**config.mk**
```make
export PLATFORM = sky130hd
export DESIGN_NAME = pc_sequencer
export DESIGN_NICKNAME = d
export VERILOG_FILES = /design/src/rtl/pc_sequencer_pkg.sv /design/src/rtl/pc_sequencer_pc_next_sel.sv /design/src/rtl/pc_sequencer.sv
export SDC_FILE = /design/constraint.sdc
export NUM_CORES = 1
export LEC_CHECK = 0
export BUFFER_PORTS_ARGS = -buffer_cell sky130_fd_sc_hd__clkbuf_2
export CORE_UTILIZATION = 41
export DETAILED_ROUTE_END_ITERATION = 12
export PLACE_DENSITY = 0.78
export SLEW_MARGIN = 20
export SYNTH_ARGS = -nofsm -noshare
export SYNTH_HDL_FRONTEND = slang
export SYNTH_SLANG_ARGS = --single-unit
export TNS_END_PERCENT = 50
```
**constraint.sdc**
```tcl
create_clock -name clk -period 1.4 [get_ports clk]
set_input_delay 0.07 -clock clk [delete_from_list [all_inputs] [get_ports clk]]
set_output_delay 0.07 -clock clk [all_outputs]
set_load 0.005 [all_outputs]
```
**src/rtl/pc_sequencer_pkg.sv**
```systemverilog
// ============================================================================
// Module   : pc_sequencer_pkg
// Purpose  : Shared defaults, state encoding and next-PC select codes for the
//            program-counter sequencer.
// Revision : 1.0 - initial release
// ============================================================================
`default_nettype none

package pc_sequencer_pkg;

  localparam int unsigned c_PC_W        = 16;
  localparam int unsigned c_PC_STEP     = 2;
  localparam logic [15:0] c_RESET_PC    = 16'h0000;
  localparam logic [15:0] c_TRAP_VECTOR = 16'h0010;

  typedef enum logic [1:0] {
    IDLE   = 2'd0,
    FETCH  = 2'd1,
    HOLD   = 2'd2,
    HALTED = 2'd3
  } seqState_t;

  typedef enum logic [1:0] {
    SEL_HOLD     = 2'd0,
    SEL_INC      = 2'd1,
    SEL_REDIRECT = 2'd2,
    SEL_TRAP     = 2'd3
  } pcSel_t;

endpackage : pc_sequencer_pkg

`default_nettype wire

```
**src/rtl/pc_sequencer_pc_next_sel.sv**
```systemverilog
// ============================================================================
// Module   : pc_next_sel
// Purpose  : Combinational next-PC mux: hold / sequential step / redirect
//            target / trap vector, plus the wrapping sequential PC.
// Revision : 1.0 - initial release
// ============================================================================
`default_nettype none

module pc_next_sel
  import pc_sequencer_pkg::*;
#(
  parameter int unsigned     PC_W        = c_PC_W,
  parameter int unsigned     PC_STEP     = c_PC_STEP,
  parameter logic [PC_W-1:0] TRAP_VECTOR = PC_W'(c_TRAP_VECTOR)
) (
  input  logic [PC_W-1:0] pc,
  input  logic [PC_W-1:0] redirectTarget,
  input  pcSel_t          sel,
  output logic [PC_W-1:0] pcNext,
  output logic [PC_W-1:0] pcInc
);

  // Modular add: the step silently wraps past the top of the address space.
  always_comb begin
    pcInc = pc + PC_W'(PC_STEP);
  end

  always_comb begin
    pcNext = pc;
    case (sel)
      SEL_HOLD:     pcNext = pc;
      SEL_INC:      pcNext = pcInc;
      SEL_REDIRECT: pcNext = redirectTarget;
      SEL_TRAP:     pcNext = TRAP_VECTOR;
      default:      pcNext = pc;
    endcase
  end

endmodule : pc_next_sel

`default_nettype wire

```
**src/rtl/pc_sequencer.sv**
```systemverilog
// ============================================================================
// Module   : pc_sequencer
// Purpose  : Owns the program counter and runs the req/ack instruction fetch
//            handshake with redirect, stall and halt control.
//            Optional build macro PC_ALIGN_CHECK_EN: odd redirect targets trap
//            to TRAP_VECTOR and pulse align_err.
// Revision : 1.0 - initial release
// ============================================================================
`default_nettype none

module pc_sequencer
  import pc_sequencer_pkg::*;
#(
  parameter int unsigned     PC_W        = c_PC_W,
  parameter logic [PC_W-1:0] RESET_PC    = PC_W'(c_RESET_PC),
  parameter int unsigned     PC_STEP     = c_PC_STEP,
  parameter logic [PC_W-1:0] TRAP_VECTOR = PC_W'(c_TRAP_VECTOR)
) (
  input  logic            clk,
  input  logic            rst_n,
  output logic            imem_req,
  output logic [PC_W-1:0] imem_addr,
  input  logic            imem_ack,
  input  logic            stall,
  input  logic            redirect_valid,
  input  logic [PC_W-1:0] redirect_target,
  input  logic            halt,
  output logic [PC_W-1:0] pc,
  output logic [PC_W-1:0] pc_next_seq,
  output logic            instr_valid,
  output logic            halted
`ifdef PC_ALIGN_CHECK_EN
  ,
  output logic            align_err
`endif
);

  seqState_t       r_state;
  seqState_t       w_nextState;
  logic [PC_W-1:0] r_pc;
  logic [PC_W-1:0] w_pcNext;
  logic [PC_W-1:0] w_pcInc;
  pcSel_t          w_pcSel;
  logic            r_instrValid;
  logic            w_instrValidNext;
  logic            w_takeRedirect;
  logic            w_redirectOdd;
  logic            w_alignErrNext;

`ifdef PC_ALIGN_CHECK_EN
  assign w_redirectOdd = redirect_target[0];
`else
  assign w_redirectOdd = 1'b0;
`endif

  assign w_takeRedirect = redirect_valid && (r_state != HALTED);

  always_comb begin
    w_nextState      = r_state;
    w_pcSel          = SEL_HOLD;
    w_instrValidNext = 1'b0;
    w_alignErrNext   = 1'b0;

    case (r_state)
      IDLE: begin
        w_nextState = halt ? HALTED : FETCH;
      end
      FETCH: begin
        // Without an ack the request stays up, even under halt, so the
        // in-flight fetch is allowed to complete.
        if (imem_ack) begin
          w_pcSel          = SEL_INC;
          w_instrValidNext = 1'b1;
          w_nextState      = halt ? HALTED : (stall ? HOLD : FETCH);
        end
      end
      HOLD: begin
        w_nextState = halt ? HALTED : (stall ? HOLD : FETCH);
      end
      HALTED: begin
        w_nextState = HALTED;
      end
      default: begin
        w_nextState = IDLE;
      end
    endcase

    // Redirect overrides everything above; a coincident ack is discarded.
    if (w_takeRedirect) begin
      w_instrValidNext = 1'b0;
      w_nextState      = halt ? HALTED : FETCH;
      w_pcSel          = w_redirectOdd ? SEL_TRAP : SEL_REDIRECT;
      w_alignErrNext   = w_redirectOdd;
    end
  end

  pc_next_sel #(
    .PC_W        (PC_W),
    .PC_STEP     (PC_STEP),
    .TRAP_VECTOR (TRAP_VECTOR)
  ) u_pcNextSel (
    .pc             (r_pc),
    .redirectTarget (redirect_target),
    .sel            (w_pcSel),
    .pcNext         (w_pcNext),
    .pcInc          (w_pcInc)
  );

  always_ff @(posedge clk or negedge rst_n) begin
    if (!rst_n) begin
      r_state      <= IDLE;
      r_pc         <= RESET_PC;
      r_instrValid <= 1'b0;
    end else begin
      r_state      <= w_nextState;
      r_pc         <= w_pcNext;
      r_instrValid <= w_instrValidNext;
    end
  end

`ifdef PC_ALIGN_CHECK_EN
  logic r_alignErr;

  always_ff @(posedge clk or negedge rst_n) begin
    if (!rst_n) begin
      r_alignErr <= 1'b0;
    end else begin
      r_alignErr <= w_alignErrNext;
    end
  end

  assign align_err = r_alignErr;
`else
  logic w_unusedAlign;
  assign w_unusedAlign = w_alignErrNext;
`endif

  assign imem_req    = (r_state == FETCH);
  assign imem_addr   = r_pc;
  assign pc          = r_pc;
  assign pc_next_seq = w_pcInc;
  assign instr_valid = r_instrValid;
  assign halted      = (r_state == HALTED);

endmodule : pc_sequencer

`default_nettype wire

```
Yosys cells after proc, flatten, opt, wreduce, memory -nomap -nowiden --
Cells that the tools add are included.
Word-level totals: register bits after elaboration 19, bits in latches 0, RAM bits 0, ROM bits 0, output and inout port bits 51, logic and storage cells 28, memories kept 0
Operators by class: add/sub/neg operators 1, multiply operators 0, div/mod/pow operators 0, magnitude comparators 0, equality and inequality tests 8, shifts and indexed selects 0, mux-type cells 13, bitwise gates (word level) 0, reductions and logical operators 3
Operators with widths (number):
- $pmux 16 s3 | 1
- $add 16x2->16 const B | 1
- $mux 2 | 7
- $eq 2x2->1 const B | 4
- $pmux 2 s4 | 1
- $eq 2x1->1 const B | 2
- $logic_not 2->1 | 2
- $mux 1 | 4
- $ne 3x1->1 const B | 1
- $ne 2x2->1 const B | 1
- $logic_and 1x1->1 | 1

Depth between registers and ports, before layout --
depth in word-level cells 5, depth in mapped cells 7, mapped depth without buffers 6

Modules after synthesis --
From an unflattened synthesis, not the netlist that was laid out.
Second synthesis, totals: cells, all modules 173, area, all modules 1551.5 um^2
Modules (own cells, without submodules):
- pc_next_sel | instances 1, cells each 121, area an instance 820.8 um^2, sequential area each 0.0 um^2
- pc_sequencer | instances 1, cells each 52, area an instance 730.7 um^2, sequential area each 475.5 um^2

Worst setup path after synthesis --
Ideal clock, no wire load.
kind register to register, start register r_state[0], end register r_pc[10], in the netlist imem_addr[10], library setup time 135 ps, arrival 1428 ps, data required time 1265 ps, slack -163 ps, cell stages (with the launch flop) 6, path buffers 2, path through dfrtp_1 > ha_1 > nor2b_1 > clkbuf_1 > clkbuf_1 > o21ai_0
Between the ends: cells in the longest elaborated chain, start to end 5, elaborated cells on any way between the ends 10, those cells by class eq/ne (5); mux (3); reduce/logical (2)
Ends and longest elaborated chain:
- start: declaration | line pc_sequencer.sv:38 | seqState_t r_state;
- start signal: assignment | line pc_sequencer.sv:115 | r_state <= w_nextState;
- $eq 2x1->1 or $ne 2x2->1 (tied branches) | line pc_sequencer.sv:64, pc_sequencer.sv:56
- $mux 2 or $logic_and 1x1->1 (tied branches) | line pc_sequencer.sv:64, pc_sequencer.sv:56
- $mux 2 (*) | line pc_sequencer.sv:89 | if (w_takeRedirect) begin
- $eq 2x2->1 or $eq 2x1->1 (tied branches) | line pc_sequencer_pc_next_sel.sv:30 | case (sel)
- $pmux 16 s3 | line pc_sequencer_pc_next_sel.sv:30
- end signal: assignment | line pc_sequencer.sv:116 | r_pc <= w_pcNext;
- end: declaration | line pc_sequencer.sv:40 | logic [PC_W-1:0] r_pc;
Mark *: on every way between the ends. The rest lies on a longest branch, timed or not. A chain may end at the register's enable or synchronous reset.

Worst setup path after layout --
start register r_pc[9], in the netlist imem_addr[9], end output pc_next_seq[14]
Between the ends: cells in the longest elaborated chain, start to end 1
Ends and longest elaborated chain:
- $add 16x2->16 | line pc_sequencer_pc_next_sel.sv:25 | pcInc = pc + PC_W'(PC_STEP);
- end: declaration | line pc_sequencer.sv:29 | output logic [PC_W-1:0] pc_next_seq,
Every way passes these cells.

==> flow_summary.toml <==
[worst_setup_path]
cp.arrival_ps = 1800
critPathTopFamily = "simple AND/OR/NAND/NOR gates"
critical_path.startpoint_type = "register"
rrSetupSlack_ps = -300
critPathRequiredTime_ps = 1330
critPathCaptureType = "output pin"
crit_type = "reg -> out"
cpPeakStageDelay_ps = 420
cpMaxStageDelayCell = "dfrtp_1"
crit_buf_inv = 2
r2r_end = "imem_addr[14]"
path_cells = "nand4_4 > nor3_4 > buf_6 > nand2b_4 > xnor2_1 > buf_2"
r2r_start = "r_state[1]"
crit_path_max_fanout = 6
worst_r2r_path_depth = 7

[sta]
fin_hold_ws_ps = 3.498
hold_viol = 0
rsz0062_at_grt = "true"
setup_viol = 31
timing.fmax_mhz = 533.5
worst_pin_slew_ps = 511.7
fin_ws_ps = -474.3
fin_worst_skew_ps = 2.839
slew_headroom_pct = 65.88
period_share_pct = 133.9
min_period_ps = 1874
drv_slew = 0

[clock_network]
numCtsBuffers = 3
clk-insertion-delay-late_ps = 310
clkSlewWorstSetupHoldPaths_ps = 120
clk_path_buf_depth = 2
clock-root-buffer = "clkbuf_4"
tritoncts = "done"
clock_sinks = 19
cts_max_level = 1

[routing]
dr.pass1.iters = 4
drt_iter0_drc = 106
wl_per_cell_um = 16.79
drt_wl_total_mm = 5.506
drc = 0
route.vias.total = 1681
ant_nets = 0
viasPerCell = 5.125

[power]
peakVddDrop_mv = 1.087
power_mw = 5.210
pwr_density_cell_mw_per_mm2 = 1949
leakagePower_nw = 1.321

[place]
post-place-ws_ps = -145.1
dpl_cell_area_mm2 = 0.001926
dp_hpwl_mm = 2.799
port_buffers = 72
gp_congestion = 0.8130

[floorplanning]
die_y_um = 61.65
io_pins = 73
die-area_mm2 = 0.003801
initial_utilization_pct = 43.38
rows = 21
chipWidth_um = 61.65
core_mm2 = 0.003363

[layout]
drive_gt1_share_pct = 63.12
seqCellArea_um2 = 483.0
area_growth_pct = 83.19
fin_nets = 309
multiInputGateArea_mm2 = 0.001145
fillers = 210
diodes = 0
finish.instance_area_mm2 = 0.002673

[global_route]
grt_usage_pct = 25.10
antenna_found_initial = 0
grt_max_degree = 22
grt_pass1_vias = 1423
grt_pass1_wl_mm = 6.810
grt.overflow.total = 0

[outcome]
status = "finished with violations"
violations = "negative setup slack"

[yosys]
syn_area_per_cell_um2 = 8.582
netlist_area_mm2 = 0.001459
yosysUniqueCellTypes = 39
synth-seq-cells = 19
synthAdderAreaFrac_pct = 3.431
synth_enable_flop_cells = 0
synthCells = 170
ys_seq_area_share_pct = 32.59
synth_compound_area_share_pct = 9.177
async_reset_ff_share_pct = 100.0
synthTopCellsByArea = "dfrtp_1 (33%), xnor2_1 (11%), buf_4 (8.7%)"
ys.flop_type = "dfrtp_1"
yosys.area_share.simple_pct = 26.16
synth_top_family_by_area = "simple AND/OR/NAND/NOR gates"
synth-warning-count = 0
yosysTopAreaCellShare_pct = 32.59
synth_xor_xnor_area_share_pct = 15.01
yosys.area.top_type = "dfrtp_1"
synth.area.mux_share_pct = 0.6861
synth_nets = 196

[min_path]
worstHoldPathCells = 2
hold_end = "imem_addr[15]"
worstHoldStart = "redirect_target[15]"
hold_path.class = "in -> reg"

[job]
maxCapViolations = 0
## cells by family after synthesis
logic type	Yosys count
flip-flops	19
buffers and inverters	30
adder cells (fa/ha/maj)	4
AND/OR/NAND/NOR	69
XOR/XNOR	25
multiplexers	1
AO/OA/AOI/OAI	22
## cell usage in the layout, fill, tap and decap left out, types with 2 or more instances in the layout
| master | Yosys | layout |
|---|---|---|
| clkbuf_2 | 0 | 62 |
| buf_4 | 17 | 28 |
| nand2_1 | 25 | 21 |
| buf_6 | 1 | 16 |
| dlygate4sd3_1 | 0 | 15 |
| dfrtp_1 | 19 | 13 |
| xnor2_1 | 18 | 11 |
| o21ai_1 | 2 | 11 |
| buf_2 | 4 | 10 |
| xor2_1 | 7 | 7 |
| nor2_4 | 0 | 6 |
| xnor2_2 | 0 | 6 |
| dfrtp_2 | 0 | 6 |
| nor3_4 | 1 | 5 |
| nor2_1 | 12 | 4 |
| ha_4 | 0 | 4 |
| nand3_4 | 1 | 3 |
| inv_1 | 5 | 3 |
| nand2b_4 | 0 | 3 |
| clkbuf_4 | 0 | 3 |
| nor2b_4 | 0 | 2 |
| nand2_4 | 0 | 2 |
| nand4_4 | 1 | 2 |
| nand2_2 | 0 | 2 |
| nand3_2 | 0 | 2 |
| nor2_2 | 0 | 2 |
| inv_2 | 0 | 2 |
| o21ai_0 | 11 | 2 |
| and2_4 | 0 | 2 |
| nand3_1 | 6 | 2 |
| a21oi_1 | 2 | 2 |
| and3_1 | 2 | 2 |
| nor4_4 | 0 | 2 |
| buf_12 | 0 | 2 |
## per-layer routing
layer  part of all wire [%]  GRT usage [%]
met5                      0              0
met4                    3.6          9.524
met3                    6.7          3.361
met2                     53          43.47
met1                     36          31.65
## worst max path at each step
stage                  from         endpoint  slack (ps)  cells past startpoint
2_1_floorplan  imem_addr[6]    imem_addr[15]         -60                      5
3_3_place_gp     r_state[1]       r_state[1]         -90                      6
4_1_cts        imem_addr[2]  pc_next_seq[12]        -330                      6
6_report       imem_addr[9]  pc_next_seq[14]        -470                      6
3_5_place_dp     r_state[1]       r_state[1]        -150                      6
5_1_grt        imem_addr[9]  pc_next_seq[14]        -510                      6
## state kept, by name, summed over array words and instances (netlist names)
register and flops:
imem_addr 16, r_state 2, instr_valid 1
## power by group
part | internal [mW] | leakage, nW | switching (mW)
Clock | 0.107 | 0.0177 | 0.192
Sequential | 0.820 | 0.224 | 0.363
Combinational | 1.94 | 1.08 | 1.79
Total | 2.87 | 1.32 | 2.34
## area by class of cell
class                           instances  share of cell area (%)
Inverter                                5                  0.7022
Tap cell                               46                   2.154
Clock inverter                          1                  0.1873
Timing Repair Buffer                  133                   35.21
Multi-Input combinational cell        121                   42.84
Clock buffer                            3                  0.8427
Sequential cell                        19                   18.07
## synth_stat cells (2+ instances only)
cell / instances
o21ai_0: 11
buf_4: 17
nand2_1: 25
nor2b_1: 3
xnor2_1: 18
nor4_1: 2
ha_1: 4
xor2_1: 7
a21oi_1: 2
nor3_1: 4
nor2_1: 12
nand3_1: 6
inv_1: 5
and3_1: 2
clkbuf_1: 3
buf_2: 4
nand2b_1: 4
o21ai_1: 2
dfrtp_1: 19
## stage by stage
step / setup TNS (ps) / cells / util (%)
global route: -7627 / 328 / 79.46
finish: -5970 / 328 / 79.46
detailed placement: -1249 / 291 / 57.25
floorplan: -241.0 / 170 / -
global placement: -483.1 / 291 / 57.25
CTS: -3269 / 320 / 71.24
## timing repair
action                                 4_1_cts  5_1_grt
resized for setup                           52       54
setup endpoints to repair                   30       31
endpoints found under the hold margin       33        0
pin swaps                                   24       17
hold buffers                                15        0
buffers inserted                            11       10
No activity file was read; power rests on OpenSTA's default activity.
